## src/rtl/trace_debugger_pkt_sched.sv

```systemverilog
// Trace packet scheduler: qualifies samples, builds branch maps, emits packets.
// Optional macro TRDB_RESYNC_EN adds a SYNC every RESYNC_PERIOD samples.
module trace_debugger_pkt_sched #(
  parameter int MAP_LEN       = 31,
  parameter int RESYNC_PERIOD = 256
) (
  input  logic                         clk_i,
  input  logic                         rst_ni,
  input  logic                         trace_enable_i,
  input  logic                         ivalid_i,
  input  logic                         iexception_i,
  input  logic                         interrupt_i,
  input  logic [4:0]                   cause_i,
  input  logic [2:0]                   priv_i,
  input  logic [31:0]                  iaddr_i,
  input  logic                         ibranch_i,
  input  logic                         ibranch_taken_i,
  output logic                         pkt_valid_o,
  input  logic                         pkt_ready_i,
  output logic [1:0]                   pkt_type_o,
  output logic [$clog2(MAP_LEN+1)-1:0] pkt_branches_o,
  output logic [MAP_LEN-1:0]           pkt_branch_map_o,
  output logic [31:0]                  pkt_addr_o,
  output logic [4:0]                   pkt_cause_o,
  output logic                         pkt_interrupt_o,
  output logic [2:0]                   pkt_priv_o,
  output logic                         overflow_o
);

  localparam int CW = $clog2(MAP_LEN+1);

  typedef enum logic [1:0] {
    S_IDLE,
    S_WAIT,
    S_TRACE
  } state_t;

  typedef enum logic [1:0] {
    P_FULL = 2'd0,
    P_SYNC = 2'd1,
    P_EXC  = 2'd2,
    P_STOP = 2'd3
  } ptype_t;

  state_t             state_q, state_d;
  logic [MAP_LEN-1:0] map_q, map_d;
  logic [CW-1:0]      cnt_q, cnt_d;
  logic [31:0]        last_addr_q;
  logic [2:0]         priv_q;

  logic               q;
  logic               busy;
  logic               due;
  logic               drop;
  logic               resync_hit;
  ptype_t             due_type;
  logic [31:0]        due_addr;
  logic [2:0]         due_priv;
  logic [4:0]         due_cause;
  logic               due_intr;
  logic [CW-1:0]      due_cnt;
  logic [MAP_LEN-1:0] due_map;
  logic [MAP_LEN-1:0] app_map;
  logic [CW-1:0]      app_cnt;

  assign q       = ivalid_i & trace_enable_i;
  assign busy    = pkt_valid_o & ~pkt_ready_i;
  assign app_map = map_q | (MAP_LEN'(ibranch_taken_i) << cnt_q);
  assign app_cnt = cnt_q + 1'b1;

`ifdef TRDB_RESYNC_EN
  localparam int RW = $clog2(RESYNC_PERIOD+1);
  logic [RW-1:0] rs_cnt_q, rs_cnt_d;

  assign resync_hit = (state_q == S_TRACE) && q &&
                      (rs_cnt_q == RW'(RESYNC_PERIOD-1));

  always_comb begin
    rs_cnt_d = rs_cnt_q;
    if (due && (due_type == P_SYNC || due_type == P_EXC))
      rs_cnt_d = '0;
    else if (state_q == S_TRACE && q)
      rs_cnt_d = rs_cnt_q + 1'b1;
  end

  always_ff @(posedge clk_i or negedge rst_ni) begin
    if (!rst_ni) rs_cnt_q <= '0;
    else         rs_cnt_q <= rs_cnt_d;
  end
`else
  assign resync_hit = 1'b0;
`endif

  always_comb begin
    state_d   = state_q;
    map_d     = map_q;
    cnt_d     = cnt_q;
    due       = 1'b0;
    due_type  = P_SYNC;
    due_addr  = iaddr_i;
    due_priv  = priv_i;
    due_cause = '0;
    due_intr  = 1'b0;
    due_cnt   = cnt_q;
    due_map   = map_q;
    unique case (state_q)
      S_IDLE: begin
        if (trace_enable_i) state_d = S_WAIT;
      end
      S_WAIT: begin
        if (!trace_enable_i) begin
          state_d = S_IDLE;
        end else if (q) begin
          due     = 1'b1;
          due_cnt = '0;
          due_map = '0;
          state_d = S_TRACE;
        end
      end
      S_TRACE: begin
        if (!trace_enable_i) begin
          due      = 1'b1;
          due_type = P_STOP;
          due_addr = last_addr_q;
          due_priv = priv_q;
          state_d  = S_IDLE;
        end else if (q) begin
          priority case (1'b1)
            iexception_i: begin
              due       = 1'b1;
              due_type  = P_EXC;
              due_cause = cause_i;
              due_intr  = interrupt_i;
            end
            (priv_i != priv_q), resync_hit: begin
              due = 1'b1;
            end
            ibranch_i: begin
              if (app_cnt == CW'(MAP_LEN)) begin
                due      = 1'b1;
                due_type = P_FULL;
                due_cnt  = app_cnt;
                due_map  = app_map;
              end else begin
                map_d = app_map;
                cnt_d = app_cnt;
              end
            end
            default: ;
          endcase
        end
      end
      default: state_d = S_IDLE;
    endcase
    // A due packet always consumes the map, even when it cannot be stored
    if (due) begin
      map_d = '0;
      cnt_d = '0;
    end
    drop = due & busy;
    if (drop && due_type != P_STOP) state_d = S_WAIT;
  end

  always_ff @(posedge clk_i or negedge rst_ni) begin
    if (!rst_ni) begin
      state_q     <= S_IDLE;
      map_q       <= '0;
      cnt_q       <= '0;
      last_addr_q <= '0;
      priv_q      <= '0;
    end else begin
      state_q <= state_d;
      map_q   <= map_d;
      cnt_q   <= cnt_d;
      if (q) begin
        last_addr_q <= iaddr_i;
        priv_q      <= priv_i;
      end
    end
  end

  always_ff @(posedge clk_i or negedge rst_ni) begin
    if (!rst_ni) begin
      pkt_valid_o      <= 1'b0;
      pkt_type_o       <= '0;
      pkt_branches_o   <= '0;
      pkt_branch_map_o <= '0;
      pkt_addr_o       <= '0;
      pkt_cause_o      <= '0;
      pkt_interrupt_o  <= 1'b0;
      pkt_priv_o       <= '0;
    end else if (due && !busy) begin
      pkt_valid_o      <= 1'b1;
      pkt_type_o       <= due_type;
      pkt_branches_o   <= due_cnt;
      pkt_branch_map_o <= due_map;
      pkt_addr_o       <= due_addr;
      pkt_cause_o      <= due_cause;
      pkt_interrupt_o  <= due_intr;
      pkt_priv_o       <= due_priv;
    end else if (pkt_ready_i) begin
      pkt_valid_o <= 1'b0;
    end
  end

  always_ff @(posedge clk_i or negedge rst_ni) begin
    if (!rst_ni)             overflow_o <= 1'b0;
    else if (!trace_enable_i) overflow_o <= 1'b0;
    else if (drop)           overflow_o <= 1'b1;
  end

endmodule

```

## config.mk

```make
export PLATFORM = sky130hd
export DESIGN_NAME = trace_debugger_pkt_sched
export DESIGN_NICKNAME = d
export VERILOG_FILES = /design/src/rtl/trace_debugger_pkt_sched.sv
export SDC_FILE = /design/constraint.sdc
export NUM_CORES = 1
export LEC_CHECK = 0
export CAP_MARGIN = 10
export CORE_MARGIN = 10
export CORE_UTILIZATION = 30
export DETAILED_ROUTE_END_ITERATION = 8
export PLACE_DENSITY = 0.52
export SLEW_MARGIN = 10
export SYNTH_ARGS = -nofsm -noshare
export SYNTH_HDL_FRONTEND = slang
export SYNTH_SLANG_ARGS = --single-unit
```

## constraint.sdc

```tcl
create_clock -name clk_i -period 3 [get_ports clk_i]
set_input_delay 0.45 -clock clk_i [delete_from_list [all_inputs] [get_ports clk_i]]
set_output_delay 0.45 -clock clk_i [all_outputs]
set_load 0.01 [all_outputs]
```

; ---- Word level (Yosys, flattened, before mapping)
; Index checks and enable logic that the tools add are counted.
[word_totals]
reg_bits = 154
latch_bits = 0
ram_bits = 0
mem_bits_ro = 0
in_bits = 49
out_inout_bits = 81
word_cells = 116
n_memories = 0
[classes]
addsub = 1
multipliers = 0
div = 0
order_cmp = 0
n_eq_ne = 12
shifts = 1
muxes = 72
bitwise = 5
n_reduce_logical = 11
[op_table]
columns = cell, n
row1 = $mux 31, 16
row2 = $mux 5, 20
row3 = $mux 32, 2
row4 = $pmux 31 s2, 1
row5 = $or 31x31->31, 1
row6 = $shl 1x5->31, 1
row7 = $mux 1, 19
row8 = $mux 2, 9
row9 = $pmux 5 s2, 1
row10 = $reduce_bool 2->1, 5
row11 = $reduce_and 7->1, 1
row12 = $mux 3, 2
row13 = $ne 2x2->1 const B, 3
row14 = $ne 3x3->1 const B, 2
row15 = $pmux 2 s3, 1
row16 = $add 5x1->5 const B, 1
row17 = $eq 5x5->1 const B, 1
row18 = $ne 2x1->1 const B, 2
row19 = $ne 4x4->1 const B, 1
row20 = $and 1x1->1, 3
row21 = $ne 3x3->1, 1
row22 = $reduce_and 3->1, 1
row23 = $eq 2x1->1 const B, 1
row24 = $eq 2x2->1 const B, 1
row25 = 5 further kinds, 6

; ---- Depth between registers and ports, before layout
; Gate-level depths: netlist (run 1).
[depth]
word_depth = 13
depth_mapped = 11
depth_no_buf = 7

; ---- Worst setup path after synthesis (run 1)
; No wires, ideal clock.
[synth_timing]
path_type = flip-flop to flip-flop
from = register cnt_q[0]
to = register pkt_addr_o[0]
setup_time_ns = 0.125
t_arrival_ns = 2.024
required_ns = 2.875
path_slack_ns = 0.851
path_stages_with_launch = 11
path_buffers = 3
period_less_slack_ns = 2.149
cell_sequence = dfrtp_1 -> buf_4 -> inv_1 -> ha_1 -> nand4_1 -> nor2_1 -> o221a_1 -> o211a_1 -> buf_6 -> buf_6 -> mux2_2
[synth_via]
elab_chain_cells = 10
[synth_rtl]
columns = item, line
row1 = "start, declared", 47  ; logic [CW-1:0] cnt_q, cnt_d;
row2 = "start signal, assigned", 174  ; cnt_q <= cnt_d;
row3 = $add 5x1->5, 69  ; assign app_cnt = cnt_q + 1'b1;
row4 = $eq 5x5->1, 139  ; if (app_cnt == CW'(MAP_LEN)) begin
row5 = $mux 1, 139
row6 = $mux 1 (3 in series), 128  ; priority case (1'b1)
row7 = $mux 1, 127  ; end else if (q) begin
row8 = $mux 1, 121  ; if (!trace_enable_i) begin
row9 = $pmux 1 s2, 106  ; unique case (state_q)
row10 = $logic_and 1x1->1, 192  ; end else if (due && !busy) begin
row11 = "end signal, assigned", 197  ; pkt_addr_o <= due_addr;
row12 = "end, declared", 23  ; output logic [31:0] pkt_addr_o,
; No other way between the ends.
; A chain may end at the register's enable or synchronous reset.

; ---- Worst setup path after layout (run 1)
[layout_timing]
from = register cnt_q[1]
to = register pkt_branch_map_o[16]
[layout_via]
elab_chain_cells = 10
elab_cells_between_ends = 19
cone_classes = add/sub (1) / eq/ne (1) / shift (1) / mux (14) / bitwise (1) / reduce/logical (1)
[layout_rtl]
columns = item, line
row1 = $add 5x1->5, 69
row2 = $eq 5x5->1, 139
row3 = $mux 1, 139
row4 = $mux 1 (3 in series), 128
row5 = $mux 1, 127
row6 = $mux 1, 121
row7 = $pmux 1 s2, 106
row8 = $logic_and 1x1->1, 192
row9 = "end signal, assigned", 196  ; pkt_branch_map_o <= due_map;
row10 = "end, declared", 22  ; output logic [MAP_LEN-1:0] pkt_branch_map_o,
; Several ways; a longest one is shown, not always the timed one.

==> impl_metrics.ini, run 1 <==
[run_status]
status = finished clean

[final_layout]
fin_nets = 782
area_growth_syn_to_layout_pct = 32.68
num-fill-cells = 2253
final_layout_size_suffix_gt1_frac = 0.2216
post-route-util = 0.4041
multi_input_area_um2 = 2977
regArea_um2 = 3854
n_antenna_cell = 0

[setup_path]
critPathCaptureType = flop
criticalPathCategory = reg -> reg
cp_data_arrival_time_ns = 2.92
reg2reg_to = pkt_branch_map_o[16]$_DFFE_PN0P_
worstReg2RegStart = cnt_q[1]$_DFFE_PN0P_
crit_fanout = 27
cp.required_ns = 3.34
crit_path_start = cnt_q[1]$_DFFE_PN0P_
start_kind = flop
r2r_cells = 7
r2r_slack_ns = 0.41
crit_end = pkt_branch_map_o[16]$_DFFE_PN0P_

[synth]
netlist_area_um2 = 7148
avgSynthCellArea_um2 = 12.05
ys_types = 49
synth-edff-count = 0
synth_ff_type = dfrtp_1
synth_seq_area_share = 0.5391
ys_warn_count = 0
ys_ff_latch = 154
syn-instance-count = 593
async_reset_ff_frac = 1.000
syn_nets = 647

[sta]
period_share = 0.8622
drv_slew = 0
worst_pin_slew_ns = 0.7107
skew_ns = 0.01941
final_hold_viol_count = 0
fin_setup_tns_ns = 0
finalSetupViolations = 0
whs_ns = 0.05375
period_needed_ns = 2.587
relSlewSlack = 0.5262
fmax_mhz = 386.6
rsz0062_at_grt = no

[pwr]
ir_drop_uv = 368.8
switching_share = 0.2991
combPwrFrac = 0.325
intPower_mw = 5.351
power_leakage_nw = 3.953
power_density_nw_per_um2 = 805.0
p_total_mw = 7.635
switchingPower_mw = 2.284
pwr-share-seq = 0.375
pwr-share-clk = 0.300

[placed_design]
numPortBuffers = 129
gp_congestion = 0.7784
dp_hpwl_mm = 12.79

[global_route]
first_global_vias = 5231
antenna_found_initial = 1
grt_overflow = 0
groute.usage.overall = 0.1165
grt_pass1_wl_mm = 28.59
grt_max_degree = 77

[route]
drtIter0Drc = 257
drc = 0
viasPerCell = 4.594
ant_nets = 0
wl_per_cell_um = 16.58
vias = 4865
drtPass1Iterations = 4
wirelength_mm = 17.55

[clocking]
cts.repair.resized = 0
cts_hold_buf = 0
clockBufferDepth = 2
cts_root_buf = clkbuf_16
clk_latency_ns = 0.43
cts_made_buffers = 17
cts.sinks = 154
cts_tree = done
cts-htree-levels = 4
cts_setup_buffers = 0
clkTransAtPathRegs_ns = 0.06

[floorplanning]
core-area_um2 = 23470
die_x_um = 174.4
die-area_um2 = 30400
core.rowCount = 56
ios = 130
start_util = 0.3045
die-height_um = 174.4

[run]
drv_cap = 0

[hold_path]
hold_path.class = in -> async
through the flow:
step           instance area, um2  instances  setup slack [ns]
3_3_place_gp                 8853       1028            0.2731
6_report                     9484       1059            0.4134
4_1_cts                      9484       1059            0.4369
3_5_place_dp                 8853       1028            0.2201
5_1_grt                      9484       1059            0.2886
2_1_floorplan                7148        593            0.8515
layer usage:
metal	wire, um	up-vias	GRT usage	part of all wire
met5	15	-	0	0.00085
met4	87	2	0.02779	0.0050
met3	1659	10	0.06327	0.095
met2	8259	119	0.1791	0.47
met1	7532	2425	0.1397	0.43
li1	-	2309	-	-
sequential cells by signal, indices dropped and copies added (netlist names):
name              count
pkt_interrupt_o       1
pkt_cause_o           5
last_addr_q          32
pkt_priv_o            3
pkt_addr_o           32
map_q                31
priv_q                3
pkt_branches_o        5
pkt_valid_o           1
cnt_q                 5
pkt_type_o            2
pkt_branch_map_o     31
overflow_o            1
state_q               2
cell usage after synthesis (all sizes together), types with 4 or more instances:
master,n,share of area
o21a,32,0.034
o31ai,4,0.0042
o2111ai,4,0.0074
o21ai,11,0.0082
xor2,5,0.0061
nand3,8,0.0063
nand4,5,0.0044
nand2,55,0.029
or3,4,0.0035
and2,6,0.0053
a21boi,4,0.0042
inv,37,0.019
clkbuf,19,0.010
nor2,41,0.022
buf,13,0.016
mux2i,33,0.046
ha,5,0.0088
mux2,119,0.19
dfrtp,154,0.54
a21oi,5,0.0035
final cells by class:
class	count	area share
Clock buffer	18	0.04631
Multi-Input combinational cell	370	0.3139
Inverter	37	0.01464
Clock inverter	13	0.02018
Timing Repair Buffer	148	0.1566
Sequential cell	154	0.4063
Tap cell	319	0.04208
cells by family (layout without fill, tap and decap cells):
group | count (synthesis) | count (layout) | synth area share
XOR/XNOR | 8 | 8 | 0.01085
AND/OR/NAND/NOR | 134 | 134 | 0.08507
flip-flops | 154 | 154 | 0.5391
buffers and inverters | 69 | 216 | 0.04586
multiplexers | 152 | 152 | 0.2337
adder cells (fa/ha/maj) | 5 | 5 | 0.008752
AO/OA/AOI/OAI | 71 | 71 | 0.07667
placed cells by master (no fill, tap or decap), types with 4 or more instances in the layout:
| master | count |
|---|---|
| nand4_1 | 5 |
| inv_1 | 37 |
| o31ai_1 | 4 |
| nand3_1 | 7 |
| o21a_1 | 32 |
| a21oi_1 | 5 |
| or3_1 | 4 |
| buf_12 | 4 |
| xor2_1 | 5 |
| buf_4 | 15 |
| dfrtp_1 | 154 |
| ha_1 | 5 |
| clkdlybuf4s50_1 | 128 |
| nor2_1 | 41 |
| clkbuf_16 | 17 |
| o21ai_0 | 10 |
| mux2_1 | 14 |
| mux2i_1 | 33 |
| bufinv_16 | 4 |
| nand2_1 | 54 |
| and2_1 | 5 |
| mux2_2 | 105 |
critical path, cell delays in order, from the launching register on:
cell	delay (ns)
dfrtp_1	0.63
ha_1	0.36
xnor2_2	0.10
nor2_1	0.22
o221a_1	0.28
o211a_4	0.22
buf_4	0.41
mux2i_1	0.27
worst min-delay path by stage:
stage / startpoint / endpoint / slack (ns) / cells past startpoint
global placement: pkt_addr_o[30]$_DFFE_PN0P_ / pkt_addr_o[30]$_DFFE_PN0P_ / 0.47 / 1
CTS: rst_ni / pkt_branch_map_o[9]$_DFFE_PN0P_ / 0.08 / 1
floorplan: rst_ni / cnt_q[0]$_DFFE_PN0P_ / 0.15 / 0
finish: rst_ni / pkt_branch_map_o[14]$_DFFE_PN0P_ / 0.05 / 1
detailed placement: pkt_branch_map_o[27]$_DFFE_PN0P_ / pkt_branch_map_o[27]$_DFFE_PN0P_ / 0.48 / 1
global route: rst_ni / pkt_branch_map_o[12]$_DFFE_PN0P_ / 0.11 / 1
power by group through the flow:
stage | clock (mW) | combinational, mW | sequential (mW)
after CTS | 2.36 | 2.54 | 2.87
final | 2.29 | 2.48 | 2.86
after global routing | 2.44 | 2.71 | 2.93
after detailed placement | 0 | 2.53 | 2.90
after global placement | 0 | 2.50 | 2.88
after floorplan | 0 | 1.06 | 3.04
No activity file was read; power rests on OpenSTA's default activity.
==> inputs of run 2 (changes only) <==
CTS_BUF_LIST = sky130_fd_sc_hd__clkbuf_16   (was default)
==> impl_metrics.ini, run 2 (synthesis results as in run 1) <==
[global_route]
antenna_found_initial = 1
grt_max_degree = 77
grt_overflow = 0
groute.usage.overall = 0.1165
first_global_vias = 5230
grt_pass1_wl_mm = 28.58

[floorplanning]
start_util = 0.3045
core.rowCount = 56
die_x_um = 174.4
die-height_um = 174.4
core-area_um2 = 23470
ios = 130
die-area_um2 = 30400

[final_layout]
area_growth_syn_to_layout_pct = 32.54
multi_input_area_um2 = 2977
regArea_um2 = 3854
final_cell_count_no_fill = 1059
reg_top3 = last_addr_q (32), pkt_addr_o (32)
fin_nets = 782
n_antenna_cell = 0
layout_commonest_cell = dfrtp_1
stdcell_area_um2 = 9474
final_layout_size_suffix_gt1_frac = 0.2203
num-fill-cells = 2257
layout_common_cells = 154 x dfrtp_1, 128 x clkdlybuf4s50_1, 105 x mux2_2

[sta]
fin_setup_tns_ns = 0
period_share = 0.8622
skew_ns = 0.01934
fmax_mhz = 386.6
worst_pin_slew_ns = 0.7109
finalSetupViolations = 0
final_hold_viol_count = 0
rsz0062_at_grt = no
drv_slew = 0
whs_ns = 0.05385
period_needed_ns = 2.587
relSlewSlack = 0.5261

[setup_path]
start_kind = flop
crit_path_top_delay_cell = dfrtp_1
criticalPathCategory = reg -> reg
cp.required_ns = 3.34
crit_chain = ha_1 -> xnor2_2 -> nor2_1 -> o221a_1 -> o211a_4 -> buf_4 -> mux2i_1
cp_data_arrival_time_ns = 2.92
path_delay_family = flip-flops
slowest_delay_ns = 0.63
critPathCaptureType = flop
worstPathBufferInverterCount = 1
crit_fanout = 27

[pwr]
p_total_mw = 7.607
ir_drop_uv = 368.8
power_density_nw_per_um2 = 803.0
power_leakage_nw = 3.947

[clocking]
clockBufferDepth = 2
cts_made_buffers = 17
cts.repair.resized = 0
cts_hold_buf = 0
cts_root_buf = clkbuf_16
clkTransAtPathRegs_ns = 0.06
cts-htree-levels = 4
cts_tree = done
cts_setup_buffers = 0
clk_latency_ns = 0.43
cts.sinks = 154

[placed_design]
dp.cells = 1028
numPortBuffers = 129
dp_hpwl_mm = 12.79
gp_congestion = 0.7784
postPlaceCellArea_um2 = 8853

[route]
drtIter0Drc = 258
drc = 0
vias = 4862
drtPass1Iterations = 4
wl_per_cell_um = 16.57
viasPerCell = 4.591
ant_nets = 0
wirelength_mm = 17.54

[hold_path]
hold_path.class = in -> async

[run]
drv_cap = 0

[run_status]
status = finished clean
## run 2: final cells by class
| type | count | share of cell area |
|---|---|---|
| sequential | 154 | 0.4068 |
| multi-input combinational | 370 | 0.3142 |
| timing repair buffer | 148 | 0.1568 |
| clock buffer | 17 | 0.04490 |
| tap | 319 | 0.04213 |
| clock inverter | 14 | 0.02060 |
| inverter | 37 | 0.01466 |
## run 2: final timing paths
path	from	depth (start not counted)	slack, ns	end
setup / recovery	cnt_q[1]$_DFFE_PN0P_	7	0.41	pkt_branch_map_o[16]$_DFFE_PN0P_
hold / removal	rst_ni	1	0.05	pkt_branch_map_o[14]$_DFFE_PN0P_
setup reg to reg	cnt_q[1]$_DFFE_PN0P_	7	0.41	pkt_branch_map_o[16]$_DFFE_PN0P_
hold reg to reg	pkt_branch_map_o[27]$_DFFE_PN0P_	1	0.48	pkt_branch_map_o[27]$_DFFE_PN0P_
max in group asynchronous	rst_ni	2	2.19	pkt_interrupt_o$_DFFE_PN0P_
min in group clk_i	pkt_branch_map_o[27]$_DFFE_PN0P_	1	0.48	pkt_branch_map_o[27]$_DFFE_PN0P_
## run 2: per-layer routing
layer / global-route usage / up-vias / routed length (um)
li1: - / 2309 / -
met1: 0.1393 / 2424 / 7579
met2: 0.1794 / 117 / 8251
met3: 0.06327 / 10 / 1617
met4: 0.02779 / 2 / 87
met5: 0 / - / 10
## run 2: stage by stage
stage	utilization	setup WS (ns)
after CTS	0.4036	0.4369
after global placement	0.3772	0.2731
after detailed placement	0.3772	0.2201
final	0.4036	0.4133
after global routing	0.4036	0.2886
after floorplan	-	0.8515
## run 2: power by group
| part | switching [mW] | internal, mW | total [mW] |
|---|---|---|---|
| clock network | 0.869 | 1.39 | 2.26 |
| registers | 0.284 | 2.58 | 2.86 |
| logic | 1.13 | 1.36 | 2.48 |
| total | 2.28 | 5.33 | 7.61 |
